$ cat config.mk
export PLATFORM = sky130hd
export DESIGN_NAME = ibex_noc_tx_arbiter
export DESIGN_NICKNAME = d
export VERILOG_FILES = /design/src/rtl/ibex_noc_pkg.sv /design/src/rtl/ibex_noc_rr_arb.sv /design/src/rtl/ibex_noc_tx_arbiter.sv
export SDC_FILE = /design/constraint.sdc
export NUM_CORES = 1
export LEC_CHECK = 0
export CAP_MARGIN = 20
export CORE_AREA = 2 2 241 243
export DETAILED_ROUTE_END_ITERATION = 8
export DIE_AREA = 0 0 243 245
export DONT_BUFFER_PORTS = 1
export MAX_ROUTING_LAYER = met4
export SLEW_MARGIN = 15
export SYNTH_ARGS = -nofsm -noshare
export SYNTH_HDL_FRONTEND = slang
export SYNTH_SLANG_ARGS = --single-unit
$ cat constraint.sdc
create_clock -name clk_i -period 7.5 [get_ports clk_i]
set_clock_uncertainty 0.05 [all_clocks]
set_input_delay 1.125 -clock clk_i [delete_from_list [all_inputs] [get_ports clk_i]]
set_output_delay 1.125 -clock clk_i [all_outputs]
set_load 0.02 [all_outputs]
$ cat src/rtl/ibex_noc_pkg.sv
// ibex_noc_pkg: shared widths, message/flit records and FSM states for the NoC TX path
package ibex_noc_pkg;
  localparam int NOC_ID_W = 5;
  localparam int NOC_LEN_W = 2;
  localparam int NOC_DATA_W = 32;
  localparam int NOC_MAX_WORDS = 4;
  typedef enum logic {ST_IDLE, ST_SEND} noc_state_e;
  typedef struct packed {
    logic [NOC_ID_W-1:0] dst;
    logic [NOC_ID_W-1:0] addr;
    logic [NOC_LEN_W-1:0] len;
    logic [NOC_MAX_WORDS-1:0][NOC_DATA_W-1:0] data;
  } noc_msg_t;
  typedef struct packed {
    logic head;
    logic tail;
    logic [NOC_ID_W-1:0] src;
    logic [NOC_ID_W-1:0] dst;
    logic [NOC_ID_W-1:0] addr;
    logic [NOC_LEN_W-1:0] len;
    logic [NOC_DATA_W-1:0] data;
  } noc_flit_t;
endpackage

$ cat src/rtl/ibex_noc_rr_arb.sv
// ibex_noc_rr_arb: combinational pick of the first request at or after the pointer, wrapping
module ibex_noc_rr_arb #(
  parameter int NumCores = 4,
  parameter int IdxW = 2
) (
  input  logic [NumCores-1:0] req_i,
  input  logic [IdxW-1:0]     ptr_i,
  output logic [NumCores-1:0] win_oh_o,
  output logic [IdxW-1:0]     win_idx_o,
  output logic                valid_o
);
  function automatic int wrap(input int v);
    return v % NumCores;
  endfunction
  logic found;
  always_comb begin
    win_oh_o = '0;
    win_idx_o = '0;
    found = 1'b0;
    for (int i = 0; i < NumCores; i++) begin
      if (!found && req_i[wrap(int'(ptr_i) + i)]) begin
        found = 1'b1;
        win_oh_o[wrap(int'(ptr_i) + i)] = 1'b1;
        win_idx_o = IdxW'(wrap(int'(ptr_i) + i));
      end
    end
    valid_o = |req_i;
  end
endmodule

$ cat src/rtl/ibex_noc_tx_arbiter.sv
// ibex_noc_tx_arbiter: round-robin share of one NoC injection port, serialising messages as flits
module ibex_noc_tx_arbiter import ibex_noc_pkg::*; #(
  parameter int NumCores = 4,
  parameter int CoreIdBase = 0
) (
  input  logic                                     clk_i,
  input  logic                                     rst_ni,
  input  logic [NumCores-1:0]                      req_i,
  input  logic [NumCores-1:0][NOC_LEN_W-1:0]       len_i,
  input  logic [NumCores-1:0][NOC_ID_W-1:0]        dst_core_i,
  input  logic [NumCores-1:0][NOC_ID_W-1:0]        dst_addr_i,
  input  logic [NumCores-1:0][NOC_MAX_WORDS-1:0][NOC_DATA_W-1:0] data_i,
  output logic [NumCores-1:0]                      gnt_o,
  output logic                                     flit_valid_o,
  input  logic                                     flit_ready_i,
  output logic                                     flit_head_o,
  output logic                                     flit_tail_o,
  output logic [NOC_ID_W-1:0]                      flit_src_o,
  output logic [NOC_ID_W-1:0]                      flit_dst_o,
  output logic [NOC_ID_W-1:0]                      flit_addr_o,
  output logic [NOC_LEN_W-1:0]                     flit_len_o,
  output logic [NOC_DATA_W-1:0]                    flit_data_o,
  output logic                                     busy_o
);
  localparam int IdxW = (NumCores > 1) ? $clog2(NumCores) : 1;
  noc_state_e state_q, state_d;
  logic [IdxW-1:0] ptr_q, ptr_d, win_idx;
  logic [NOC_LEN_W-1:0] idx_q, idx_d;
  logic [NumCores-1:0] gnt_q, gnt_d, win_oh;
  logic [NOC_ID_W-1:0] src_q, src_d;
  noc_msg_t msg_q, msg_d;
  noc_flit_t flit;
  logic win_vld, send, last;
  ibex_noc_rr_arb #(.NumCores(NumCores), .IdxW(IdxW)) u_arb (
    .req_i    (req_i),
    .ptr_i    (ptr_q),
    .win_oh_o (win_oh),
    .win_idx_o(win_idx),
    .valid_o  (win_vld)
  );
  always_comb begin
    send = state_q == ST_SEND;
    last = idx_q == msg_q.len;
    state_d = state_q;
    ptr_d = ptr_q;
    idx_d = idx_q;
    msg_d = msg_q;
    src_d = src_q;
    gnt_d = '0;
    if (!send && win_vld) begin
      state_d = ST_SEND;
      ptr_d = (int'(win_idx) == NumCores - 1) ? '0 : win_idx + 1'b1;
      idx_d = '0;
      gnt_d = win_oh;
      msg_d = '{dst: dst_core_i[win_idx], addr: dst_addr_i[win_idx], len: len_i[win_idx],
                data: data_i[win_idx]};
      src_d = NOC_ID_W'(CoreIdBase + int'(win_idx));
    end else if (send && flit_ready_i) begin
      state_d = last ? ST_IDLE : ST_SEND;
      idx_d = last ? idx_q : idx_q + 1'b1;
    end
    // Outside SEND every flit field reads as zero.
    flit = send ? '{head: idx_q == '0, tail: last, src: src_q, dst: msg_q.dst, addr: msg_q.addr,
                    len: msg_q.len, data: msg_q.data[idx_q]} : '0;
  end
  always_ff @(posedge clk_i) begin
    if (!rst_ni) begin
      state_q <= ST_IDLE;
      ptr_q <= '0;
      idx_q <= '0;
      gnt_q <= '0;
      msg_q <= '0;
      src_q <= '0;
    end else begin
      state_q <= state_d;
      ptr_q <= ptr_d;
      idx_q <= idx_d;
      gnt_q <= gnt_d;
      msg_q <= msg_d;
      src_q <= src_d;
    end
  end
  assign gnt_o = gnt_q;
  assign flit_valid_o = send;
  assign busy_o = send;
  assign flit_head_o = flit.head;
  assign flit_tail_o = flit.tail;
  assign flit_src_o = flit.src;
  assign flit_dst_o = flit.dst;
  assign flit_addr_o = flit.addr;
  assign flit_len_o = flit.len;
  assign flit_data_o = flit.data;
endmodule

After elaboration in Yosys (flattened, before gate mapping)
Cells that the tools add are included.
- logic and storage cells: 104
- output and inout bits: 57
- input bits: 567
- register bits: 151
- mux-type cells: 45
- $lt $le $gt $ge: 10
- equal/unequal tests: 2
- reductions and logical operators: 22
- $add $sub $neg: 5
- bitwise logic cells: 8
- operators by type and width (operator ; count):
    $bmux 128 s2 ; 1
    $mux 128 ; 1
    $bmux 32 s2 ; 1
    $mux 51 ; 1
    $mux 32 ; 1
    $bmux 5 s2 ; 2
    $mux 1 ; 17
    $mux 4 ; 4
    $lt 3x4->1 const B ; 3
    $mux 2 ; 6
    $or 4x4->4 ; 3
    $mux 5 ; 2
    $ge 3x1->1 const B ; 3
    $logic_and 1x1->1 ; 9
    $lt 2x3->1 const B ; 3
    $bmux 1 s2 ; 4
    $demux 1 s2 ; 4
    $reduce_or 2->1 ; 4
    $add 2x1->2 const B ; 3
    $add 2x2->2 const B ; 2
    $bmux 2 s2 ; 1
    $logic_not 1->1 ; 4
    $reduce_and 2->1 ; 2
    $reduce_or 4->1 ; 1
    other kinds (7) ; 10

Depth between registers and ports, before layout
- word-level depth: 16
- gate-level depth with buffers: 13
- gate-level depth less buffers: 10

Hierarchy
A second synthesis with hierarchy kept.
- cells, all modules: 673
- area, all modules: 9569.2 µm²
- modules (own cells, without submodules) (module ; instances ; seq. area each (µm²) ; area each (µm²) ; cells an instance):
    ibex_noc_tx_arbiter ; 1 ; 3022.9 ; 9122.5 ; 622
    ibex_noc_rr_arb ; 1 ; 0.0 ; 446.7 ; 51

Worst setup path before layout
OpenSTA, ideal clock, no wires.
- path kind: flip-flop to output port
- start point: reg idx_q[0]
- end point: out flit_data_o[21]
- arrival time: 2.002 ns
- setup slack: 4.323 ns
- stages on the path, launching flop included: 5
- data required time: 6.325 ns
- path buffers: 2
- cell sequence: dfxtp_1 -> clkbuf_1 -> buf_1 -> mux4_2 -> and2_1
- word-level cells in the longest chain between the ends: 3
- RTL lines (item ; RTL line ; source):
    from (decl) ; ibex_noc_tx_arbiter.sv:28 ; logic [NOC_LEN_W-1:0] idx_q, idx_d;
    from (signal assigned) ; ibex_noc_tx_arbiter.sv:77 ; idx_q <= idx_d;
    $bmux 32 s2 ; ibex_noc_tx_arbiter.sv:64 ; len: msg_q.len, data: msg_q.data[idx_q]} : '0;
    $mux 32 (implied by the code) ; ibex_noc_tx_arbiter.sv:64 ;
    $mux 51 ; ibex_noc_tx_arbiter.sv:63 ; flit = send ? '{head: idx_q == '0, tail: last, src: src_q, dst: msg_q.dst, addr: msg_q.addr,
    to (decl) ; ibex_noc_tx_arbiter.sv:22 ; output logic [NOC_DATA_W-1:0] flit_data_o,
Every way passes these cells. The select of a mux whose other input is x is not followed.

Worst setup path after layout
- start point: reg ptr_q[0]
- end point: reg msg_q[120] (netlist bit)
- word-level cells in the longest chain between the ends: 14
- elaborated cells on any way between the ends: 29
- those cells by class: add/sub: 3; mux: 20; reduce/logical: 6
- RTL lines (item ; RTL line ; source):
    from (decl) ; ibex_noc_tx_arbiter.sv:27 ; logic [IdxW-1:0] ptr_q, ptr_d, win_idx;
    from (signal assigned) ; ibex_noc_tx_arbiter.sv:76 ; ptr_q <= ptr_d;
    $add 2x1->2 or $bmux 1 s2 (tied branches) ; ibex_noc_rr_arb.sv:21, ibex_noc_rr_arb.sv:24 ;
    $bmux 1 s2 or $mux 1 (tied branches) ; ibex_noc_rr_arb.sv:21 ; if (!found && req_i[wrap(int'(ptr_i) + i)]) begin
    $mux 1 (implied by the code) ; ibex_noc_rr_arb.sv:21 ;
    $mux 1 (implied by the code) or $logic_not 1->1 (tied branches) ; ibex_noc_rr_arb.sv:21 ;
    $logic_and 1x1->1 ; ibex_noc_rr_arb.sv:21 ;
    $mux 1 ; ibex_noc_rr_arb.sv:21 ;
    $logic_not 1->1 ; ibex_noc_rr_arb.sv:21 ;
    $logic_and 1x1->1 ; ibex_noc_rr_arb.sv:21 ;
    $mux 1 ; ibex_noc_rr_arb.sv:21 ;
    $logic_not 1->1 ; ibex_noc_rr_arb.sv:21 ;
    $logic_and 1x1->1 ; ibex_noc_rr_arb.sv:21 ;
    $mux 2 (*) ; ibex_noc_rr_arb.sv:21 ;
    $bmux 128 s2 (*) ; ibex_noc_tx_arbiter.sv:56 ; data: data_i[win_idx]};
    $mux 128 (implied by the code) (*) ; ibex_noc_tx_arbiter.sv:56 ;
    to (signal assigned) ; ibex_noc_tx_arbiter.sv:79 ; msg_q <= msg_d;
    to (decl) ; ibex_noc_tx_arbiter.sv:31 ; noc_msg_t msg_q, msg_d;
Every way passes the cells marked *; elsewhere a longest branch is shown, timed or not. The select of a mux whose other input is x is not followed.
A chain may end at the register's enable or synchronous reset.

==> metrics.txt <==
status=completed; final layout net count=about 1.5k; Setup crit start kind=register; total track usage=about 12%; Hold Path Cell Cnt=2; GPL Wtd Cong=between 0.9 and 1; slowest cell on the critical path=sky130_fd_sc_hd__buf_4; CTS root buf=sky130_fd_sc_hd__clkbuf_16; Final Routed Wirelength=~36000 um; post-detailed-route DRC marker count=0; vias in the first global route=about 8k; count of buffering cells on the critical path with inverters included=3; portion of the clock cycle consumed by the worst path in the final layout=between 60% and 70%; final worst setup slack=2772 ps; maximum vdd ir drop=just under 0.5 mV; pin count of the biggest net entering global routing=150; Slew Limit Headroom=around 16%; remaining antenna violation count=0; number of warning messages in the yosys log=0; depth of the worst register-to-register path=9; sum of overflow across all layers after global routing=0; most used standard cells in the synthesized netlist=sky130_fd_sc_hd__mux2i_1 (283), sky130_fd_sc_hd__dfxtp_1 (151), sky130_fd_sc_hd__nand2_1 (145); part of the Yosys area used for sequential elements=30.70%; number of enable-type register cells in the synthesized netlist=0; critical path cell sequence=inv_1, ha_1, mux4_2, o21ai_0, and2_4, buf_4, buf_4, mux2i_1, o221ai_1; initial antenna violation count=10; max_cap viols=0; Worst Tran Pin Value=1255 ps; TritonCTS clock tree=done; average cell area after synthesis=slightly above 10 um^2; cell area after synthesis=roughly 9800 um^2; type of the worst setup path=register to register; area added between synthesis and finish=10.86%; DP HPWL=28440 um; # Post-CTS Setup Buffers=0; fraction of layout cells with a size suffix above 1=under 10%; die height=roughly 250 um; fin util=a little under a fifth; Distinct cells, synth=37; delay contributed by the slowest stage of the critical path=around 990 ps; CTS H-Tree Depth=4; number of resized instances in the post-cts repair step=0; share of flip-flops with an asynchronous set or reset after synthesis=0%; placeable core area=57030 um^2; number of DRC markers in iteration 0=514; CP max FO=~70; fraction of post-synthesis cell area in the top cell type by area=between 30% and 40%; commonest register cell after synthesis=sky130_fd_sc_hd__dfxtp_1; kind of end point of the critical path=register; Yosys reg bits=between 150 and 200; total power consumption of the routed design=about 4.5 mW; Post-Synthesis Cells=approximately 1000; first-pass GRT wire length=roughly 50000 um; Reg-to-Reg Start=ptr_q[0]; dpl ws=between 2000 and 3000 ps; WP data required=just under 8000 ps; Top cell by count, worst path=sky130_fd_sc_hd__buf_4; power per cell area=between 400 and 500 nW/um^2; Num CTS Buffers=17; launch instance of the worst min-delay path=msg_q[135]; final critical-path required period=~4700 ps; reg-to-reg critical path endpoint=msg_q[120]; critical path arrival=4990 ps; most frequent cell after synthesis=sky130_fd_sc_hd__mux2i_1; worst reg-to-reg setup slack=2770 ps; via count=slightly below 8k; sum of negative setup slack=0 ps; number of pins with negative max-slew slack in the final report=0; Max Freq=around 210 MHz; top post-synthesis cells by area=sky130_fd_sc_hd__dfxtp_1 (31%), sky130_fd_sc_hd__mux2i_1 (29%), sky130_fd_sc_hd__o221ai_1 (12%); Initial Util=17.26%; first-pass detailed-route iteration total=5; die area=around 60000 um^2; total count of hold-check failures in the final report=0; register clock-pin slew on the reported worst setup and hold paths=about 70 ps; worst hold slack across all endpoints=411.1 ps; # setup viols final=0; sinks on the clock net=approximately 150; Clock Latency Late Sink=between 400 and 500 ps; cell type group with the largest total delay on the critical path=buffers and inverters; cell type with the largest total area after synthesis=sky130_fd_sc_hd__dfxtp_1; RSZ-0062 raised after global routing=false; final routed wire length divided by cell count=between 20 and 25 um; hold-critical path endpoint=msg_q[135]; Hold/Removal Path Class=register to register; Site Rows=88; Vias per Instance=roughly 4.6; I/O Buffers=0; total leakage power=between 4 and 5 nW; horizontal die dimension=roughly 240 um; clock buffer depth=2; I/O pin count=624; count of hold-fix buffers inserted at cts=0
==> per-layer routing <==
layer | GRT usage (%) | vias up | wire length [um]
met2 | 18.87 | 384 | 17350
met1 | 14.23 | 3818 | 15330
met5 | - | - | 0
met3 | 3.051 | 44 | 2244
met4 | 6.370 | 0 | 1332
li1 | - | 3600 | -
==> placed cells by master (no fill, tap or decap), types with 2 or more instances in the layout <==
cell type,netlist,final
sky130_fd_sc_hd__o21ai_1,2,2
sky130_fd_sc_hd__o211a_1,2,2
sky130_fd_sc_hd__nand2_1,145,145
sky130_fd_sc_hd__xor2_1,2,2
sky130_fd_sc_hd__a22oi_1,4,4
sky130_fd_sc_hd__clkinvlp_4,0,2
sky130_fd_sc_hd__inv_1,6,6
sky130_fd_sc_hd__nor3_1,2,2
sky130_fd_sc_hd__ha_1,7,7
sky130_fd_sc_hd__conb_1,1,3
sky130_fd_sc_hd__and2_1,49,48
sky130_fd_sc_hd__clkinv_4,0,4
sky130_fd_sc_hd__mux4_2,35,35
sky130_fd_sc_hd__a221oi_1,4,4
sky130_fd_sc_hd__dfxtp_2,0,2
sky130_fd_sc_hd__nor2b_1,4,3
sky130_fd_sc_hd__mux2i_1,283,283
sky130_fd_sc_hd__clkbuf_16,0,17
sky130_fd_sc_hd__nor2_1,16,16
sky130_fd_sc_hd__diode_2,0,11
sky130_fd_sc_hd__a21oi_1,5,5
sky130_fd_sc_hd__clkinv_2,0,3
sky130_fd_sc_hd__nor2b_4,1,2
sky130_fd_sc_hd__bufinv_16,0,3
sky130_fd_sc_hd__buf_4,5,9
sky130_fd_sc_hd__nand2b_1,3,3
sky130_fd_sc_hd__dfxtp_1,151,148
sky130_fd_sc_hd__o221ai_1,140,140
==> worst min-delay path, cell delays in order, from the launching register on <==
cell and delay (ps):
sky130_fd_sc_hd__dfxtp_1 320, sky130_fd_sc_hd__nand2_1 50, sky130_fd_sc_hd__o221ai_1 60
==> worst max-delay path by stage <==
stage	startpoint	endpoint	depth (start not counted)	slack, ps
after global routing	ptr_q[0]	msg_q[61]	9	2490
final	ptr_q[0]	msg_q[120]	9	2770
after global placement	req_i[1]	msg_q[118]	8	3000
after detailed placement	req_i[1]	msg_q[120]	8	2850
after CTS	ptr_q[0]	msg_q[120]	9	2830
after floorplan	idx_q[0]	flit_data_o[21]	4	4320
==> cells by family after synthesis <==
logic type                 count (synthesis)  share of synthesized area [%]
other                                      1                        0.03808
muxes                                    318                          36.77
DFF                                      151                          30.70
buffers and inverters                    106                          6.887
AOI/OAI and AO/OA                        161                          14.03
and+or+nand+nor                          227                          10.42
xor gates and xnor gates                   3                         0.2669
adders and majority gates                  7                         0.8894
==> layout make-up <==
| type | instances | area (um^2) |
|---|---|---|
| Tap cell | 765 | 957.2 |
| Clock inverter | 14 | 175.2 |
| Timing Repair Buffer | 10 | 87.58 |
| Fill cell | 6330 | 46120 |
| Inverter | 6 | 22.52 |
| Sequential cell | 151 | 3029 |
| Multi-Input combinational cell | 719 | 6178 |
| Clock buffer | 18 | 439.2 |
| Antenna cell | 11 | 27.53 |
==> metrics by stage <==
| step | instances | cell area [um^2] |
|---|---|---|
| 6_report | 1694 | 10920 |
| 5_1_grt | 1692 | 10910 |
| 4_1_cts | 1683 | 10890 |
| 3_5_place_dp | 1651 | 10270 |
| 3_3_place_gp | 1651 | 10270 |
| 2_1_floorplan | 976 | 9854 |
==> where the power goes <==
| group | total, mW | internal [mW] | switching [mW] | leakage, nW |
|---|---|---|---|---|
| clock network | 0.922 | 0.534 | 0.388 | 0.298 |
| logic | 2.29 | 1.10 | 1.19 | 3.09 |
| registers | 1.30 | 1.08 | 0.223 | 1.25 |
| total | 4.52 | 2.71 | 1.80 | 4.63 |
==> flip-flops by register name, indices dropped and copies added (netlist names) <==
signal,flops
ptr_q,2
busy_o,1
src_q,2
msg_q,140
idx_q,2
gnt_o,4
No activity file was read; power rests on OpenSTA's default activity.
